### config.mk
export PLATFORM = sky130hd
export DESIGN_NAME = wb_cmd_decoder
export DESIGN_NICKNAME = d
export VERILOG_FILES = /design/src/rtl/wb_uart_pkg.sv /design/src/rtl/wb_cmd_decoder.sv
export SDC_FILE = /design/constraint.sdc
export NUM_CORES = 1
export LEC_CHECK = 0
export ABC_AREA = 1
export CORE_MARGIN = 4
export CORE_UTILIZATION = 55
export CTS_BUF_LIST = sky130_fd_sc_hd__clkbuf_2
export CTS_CLUSTER_DIAMETER = 60
export DETAILED_ROUTE_END_ITERATION = 8
export HOLD_SLACK_MARGIN = 0.02
export PLACE_DENSITY = 0.86
export REMOVE_ABC_BUFFERS = 1
export SETUP_SLACK_MARGIN = 0.05
export SLEW_MARGIN = 20
export SYNTH_ARGS = -nofsm -noshare
export SYNTH_HDL_FRONTEND = slang
export SYNTH_SLANG_ARGS = --single-unit
### constraint.sdc
create_clock -name i_clk -period 1.6 [get_ports i_clk]
set_input_delay 0.24 -clock i_clk [delete_from_list [all_inputs] [get_ports i_clk]]
set_output_delay 0.24 -clock i_clk [all_outputs]
set_load 0.02 [all_outputs]
### src/rtl/wb_uart_pkg.sv
// Shared definitions for the UART-to-Wishbone command path: command sub-codes,
// default frame sync tag, decoder state encoding and the 34-bit command word.
package wb_uart_pkg;

    localparam logic [1:0] CMD_SUB_RD      = 2'b00;
    localparam logic [1:0] CMD_SUB_WR      = 2'b01;
    localparam logic [1:0] CMD_SUB_ADDR    = 2'b10;
    localparam logic [1:0] CMD_SUB_SPECIAL = 2'b11;

    // Header byte is {SYNC_TAG, sub}, so valid headers are 0xA8..0xAB by default.
    localparam logic [5:0] SYNC_TAG_DEFAULT = 6'h2A;

    typedef enum logic {
        S_IDLE,
        S_DATA
    } dec_state_t;

    // {sub[1:0], data[31:0]}
    typedef logic [33:0] cmd_word_t;

    // True when the upper six bits of a received byte carry the sync tag.
    function automatic logic is_header(input logic [7:0] rx_byte, input logic [5:0] tag);
        return (rx_byte[7:2] == tag);
    endfunction

endpackage : wb_uart_pkg

### src/rtl/wb_cmd_decoder.sv
// Assembles UART RX bytes into 34-bit command words and presents them on a
// stb/busy handshake. A frame is a header byte {SYNC_TAG, sub} followed by
// no payload (RD) or four payload bytes MSB first (WR/ADDR/SPECIAL).
// Bad headers and inter-byte timeouts pulse o_frame_err; a completed word
// that cannot be stored because the previous one is still pending pulses
// o_overrun and is dropped.
module wb_cmd_decoder
    import wb_uart_pkg::*;
#(
    parameter logic [5:0] SYNC_TAG    = SYNC_TAG_DEFAULT,
    parameter int         TIMEOUT_CYC = 100000
) (
    input  logic        i_clk,
    input  logic        i_reset_n,
    input  logic        i_rx_stb,
    input  logic [7:0]  i_rx_data,
    output logic        o_cmd_stb,
    output logic [33:0] o_cmd_word,
    input  logic        i_cmd_busy,
    output logic        o_frame_err,
    output logic        o_overrun,
    output logic        o_idle
);

    localparam int             TW       = $clog2(TIMEOUT_CYC);
    localparam logic [TW-1:0]  TMO_LAST = TW'(TIMEOUT_CYC - 1);
    localparam logic [TW-1:0]  TMO_ONE  = TW'(1);

    // Frame assembly state
    dec_state_t       state_q, state_d;
    logic [1:0]       byte_cnt_q, byte_cnt_d;
    logic [TW-1:0]    tmo_cnt_q, tmo_cnt_d;
    // Only the first three payload bytes need storing; the fourth is taken
    // straight from i_rx_data when the word completes.
    logic [23:0]      shift_q, shift_d;
    logic [1:0]       sub_q, sub_d;
    logic             frame_err_q, frame_err_d;

    // One-deep output register
    logic             stb_q, stb_d;
    cmd_word_t        word_q, word_d;
    logic             overrun_q, overrun_d;

    // Completion strobe from the FSM to the output register
    logic             word_done;
    cmd_word_t        word_val;
    logic             accept;

    // Next-state logic: header check, payload shifting and inter-byte timeout.
    always_comb begin
        state_d     = state_q;
        byte_cnt_d  = byte_cnt_q;
        tmo_cnt_d   = tmo_cnt_q;
        shift_d     = shift_q;
        sub_d       = sub_q;
        frame_err_d = 1'b0;
        word_done   = 1'b0;
        word_val    = '0;

        case (state_q)
            S_IDLE: begin
                if (i_rx_stb) begin
                    if (is_header(i_rx_data, SYNC_TAG)) begin
                        if (i_rx_data[1:0] == CMD_SUB_RD) begin
                            // Reads carry no payload: word completes on the header.
                            word_done = 1'b1;
                            word_val  = {CMD_SUB_RD, 32'h0};
                        end else begin
                            sub_d      = i_rx_data[1:0];
                            byte_cnt_d = 2'd0;
                            tmo_cnt_d  = '0;
                            state_d    = S_DATA;
                        end
                    end else begin
                        frame_err_d = 1'b1;
                    end
                end
            end

            S_DATA: begin
                if (i_rx_stb) begin
                    // A byte arriving on the timeout cycle still counts.
                    shift_d    = {shift_q[15:0], i_rx_data};
                    byte_cnt_d = byte_cnt_q + 2'd1;
                    tmo_cnt_d  = '0;
                    if (byte_cnt_q == 2'd3) begin
                        word_done = 1'b1;
                        word_val  = {sub_q, shift_q, i_rx_data};
                        state_d   = S_IDLE;
                    end
                end else if (tmo_cnt_q == TMO_LAST) begin
                    frame_err_d = 1'b1;
                    tmo_cnt_d   = '0;
                    byte_cnt_d  = 2'd0;
                    state_d     = S_IDLE;
                end else begin
                    tmo_cnt_d = tmo_cnt_q + TMO_ONE;
                end
            end

            default: begin
                state_d = S_IDLE;
            end
        endcase
    end

    // Frame assembly registers.
    always_ff @(posedge i_clk or negedge i_reset_n) begin
        if (!i_reset_n) begin
            state_q     <= S_IDLE;
            byte_cnt_q  <= 2'd0;
            tmo_cnt_q   <= '0;
            shift_q     <= '0;
            sub_q       <= CMD_SUB_RD;
            frame_err_q <= 1'b0;
        end else begin
            state_q     <= state_d;
            byte_cnt_q  <= byte_cnt_d;
            tmo_cnt_q   <= tmo_cnt_d;
            shift_q     <= shift_d;
            sub_q       <= sub_d;
            frame_err_q <= frame_err_d;
        end
    end

    // Output register: load a finished word if the slot is free or being
    // accepted this cycle, otherwise drop it and flag the overrun.
    always_comb begin
        accept    = stb_q & ~i_cmd_busy;
        stb_d     = stb_q;
        word_d    = word_q;
        overrun_d = 1'b0;

        if (word_done) begin
            if (!stb_q || accept) begin
                stb_d  = 1'b1;
                word_d = word_val;
            end else begin
                overrun_d = 1'b1;
            end
        end else if (accept) begin
            stb_d = 1'b0;
        end
    end

    // Output handshake registers.
    always_ff @(posedge i_clk or negedge i_reset_n) begin
        if (!i_reset_n) begin
            stb_q     <= 1'b0;
            word_q    <= '0;
            overrun_q <= 1'b0;
        end else begin
            stb_q     <= stb_d;
            word_q    <= word_d;
            overrun_q <= overrun_d;
        end
    end

    assign o_cmd_stb   = stb_q;
    assign o_cmd_word  = word_q;
    assign o_frame_err = frame_err_q;
    assign o_overrun   = overrun_q;
    assign o_idle      = (state_q == S_IDLE);

endmodule : wb_cmd_decoder
==> reports/results.ini <==
[floorplanning]
die_w_um = 89.25
fp-row-count = 29
io_pins = 50
fp.dieArea_um2 = 7966
coreArea_um2 = 6386
fp.dieH_um = 89.25
start_util = 0.5686

[cts]
clock_latency_ns = 0.55
clock-sinks = 83
root_buffer = clkbuf_2
cts_buffer_depth = 2
cts_tree = done
path_clk_slew_ns = 0.24
cts_htree_levels = 3
cts_buffers = 9

[global_route]
track_usage = 0.2311
gr-total-overflow = 0
grt_antenna_before_repair = 0
grt_max_degree = 51
first_global_vias = 3048
grt_first_pass_wirelength_um = 14080

[synth]
yosysTopAreaCellShare = 0.5720
netlist_instances = 432
synth-seq-cells = 83
syn_avg_cell_area_um2 = 8.405
yosysSeqAreaShare = 0.5720
ys_types = 23
yosysTopAreaCell = dfrtp_1
ys_warn_count = 0
synth_edf_count = 0
postSynth.asyncResetShare = 1.000
ys.flop_type = dfrtp_1
synth.area.top_cells = dfrtp_1 57%, nand2_1 12%, inv_1 5.8%, o21ai_0 5.2%, o21ai_1 4.4%
synth.cell_area_um2 = 3631

[timing]
fmaxAchievable_mhz = 668.1
rsz0062_at_grt = yes
drv_slew = 0
setup_ws_ns = 0.1031
hold_viol = 0
hold_slack_ns = 0.1331
skew_ns = 0.02774
period_share = 0.9355
slew_headroom = 0.7250
worstMarginPinSlew_ns = 0.4126
final-setup-viol-count = 0
min_period_ns = 1.497

[setup_path]
crit_start = o_cmd_word[6]$_DFFE_PN0P_
path_cells = clkdlybuf4s15_1
reg2reg_setup_slack_ns = 0.11
required_ns = 1.36
reg2reg_from = tmo_cnt_q[1]$_DFFE_PN0P_
cpPeakStageDelay_ns = 0.44
end_kind = output pin
endpoint = o_cmd_word[6]
r2r-end = state_q$_DFF_PN0_
cpMaxStageDelayCell = dfrtp_1
worst-path-stages = 1
worstPathMaxFanout = 2
rr_worst_depth = 9
cp-start-kind = flop
cp.buffers_inverters = 1
critical_path_class = flop to output pin
cp_top_family = flip-flops
arrival_ns = 1.26

[layout]
nNetsFinal = 538
diodes = 0
area_growth_syn_to_layout_pct = 27.22
final_cell_mix = 114 x nand2_1, 80 x dfrtp_1, 55 x inv_1
drive_gt1_frac = 0.2136
layout_commonest_cell = nand2_1
stdcell_count = 606

[power]
peakVddDrop_mv = 0.8982
power_mw = 5.770
power-per-cell-area_nw_per_um2 = 1249
leakage_nw = 2.315

[worst_hold_path]
hold_class = primary input to async pin

[placed_design]
post-place-cells = 575
globalplace.congestion = 0.9713
port_buffers = 49
post-place-ws_ns = -0.2702
detailed_place_hpwl_um = 5838

[routing]
drt_iter0_markers = 144
via_count = 3212
routed_via_density = 5.300
ant_nets = 0
wl_per_cell_um = 14.22
wirelength_um = 8617
drc_errors = 0
firstDrtPassIters = 4

[flow_run]
drv_cap = 0

[outcome]
status = complete, no violations

sequential cells by signal (all words and copies together) (netlist names):
| name | flops |
|---|---|
| o_cmd_word | 34 |
| shift_q | 24 |
| tmo_cnt_q | 17 |
| byte_cnt_q | 2 |
| sub_q | 2 |
| o_cmd_stb | 1 |
| o_frame_err | 1 |
| o_overrun | 1 |
| state_q | 1 |
worst min-delay path by stage:
stage	from	end	slack (ns)	cells after the start
2_1_floorplan	i_reset_n	byte_cnt_q[0]$_DFFE_PN0P_	-0.06	0
3_3_place_gp	i_reset_n	o_cmd_word[29]$_DFFE_PN0P_	0.19	1
3_5_place_dp	i_reset_n	shift_q[13]$_DFFE_PN0P_	0.20	1
4_1_cts	i_reset_n	o_cmd_word[17]$_DFFE_PN0P_	0.10	2
5_1_grt	i_reset_n	o_cmd_word[31]$_DFFE_PN0P_	0.14	2
6_report	i_reset_n	o_cmd_word[29]$_DFFE_PN0P_	0.13	2
layer usage:
layer  part of all wire  track usage  vias up
met5                  0            0        -
met2               0.50       0.3804       82
met4              0.022       0.1028        0
met1               0.43       0.3013     1540
li1                   -            -     1570
met3              0.044      0.03871       20
Yosys cell counts (3+ instances only):
| cell type | n |
|---|---|
| dfrtp_1 | 83 |
| o21ai_1 | 32 |
| nor2_1 | 33 |
| nand3_1 | 20 |
| inv_1 | 56 |
| nand4_1 | 19 |
| inv_2 | 6 |
| clkbuf_1 | 8 |
| nor3_1 | 3 |
| buf_2 | 3 |
| o21ai_0 | 38 |
| nand2_1 | 116 |
cells by family after synthesis:
kind of cell,share of synthesized area
adder cells (fa/ha/maj),0.006891
buffers and inverters,0.08063
AND/OR/NAND/NOR,0.2298
AO/OA/AOI/OAI,0.1082
XOR/XNOR,0.002413
flip-flops,0.5720
cell type report:
cell class                      count  area [um2]
Multi-Input combinational cell    274        1315
Inverter                           62       232.7
Tap cell                           77       96.34
Timing Repair Buffer               94       755.7
Clock inverter                      6       88.84
Clock buffer                       10       50.05
Sequential cell                    83        2081
Fill cell                         456        1767
where the power goes:
group | total [mW] | leakage [nW] | switching, mW | internal, mW
sequential | 2.88 | 1.11 | 0.301 | 2.58
combinational | 1.61 | 1.12 | 0.960 | 0.653
clock | 1.28 | 0.0802 | 0.749 | 0.527
total | 5.77 | 2.32 | 2.01 | 3.76
through the flow:
step | TNS, ns | util | instance area, um2
floorplan | -18.36 | - | 3571
global route | 0 | 0.7234 | 4619
CTS | 0 | 0.7218 | 4609
detailed placement | -10.98 | 0.6938 | 4431
global placement | -7.819 | 0.6938 | 4431
finish | 0 | 0.7234 | 4619
timing repair:
| action | CTS | global route |
|---|---|---|
| pin swaps | 0 | 3 |
| endpoints found under the hold margin | 83 | 0 |
| resized for setup | 71 | 53 |
| hold buffers | 1 | 0 |
| buffers inserted | 5 | 9 |
| endpoints found under the setup margin | 49 | 55 |
(Power assumes the default switching activity.)
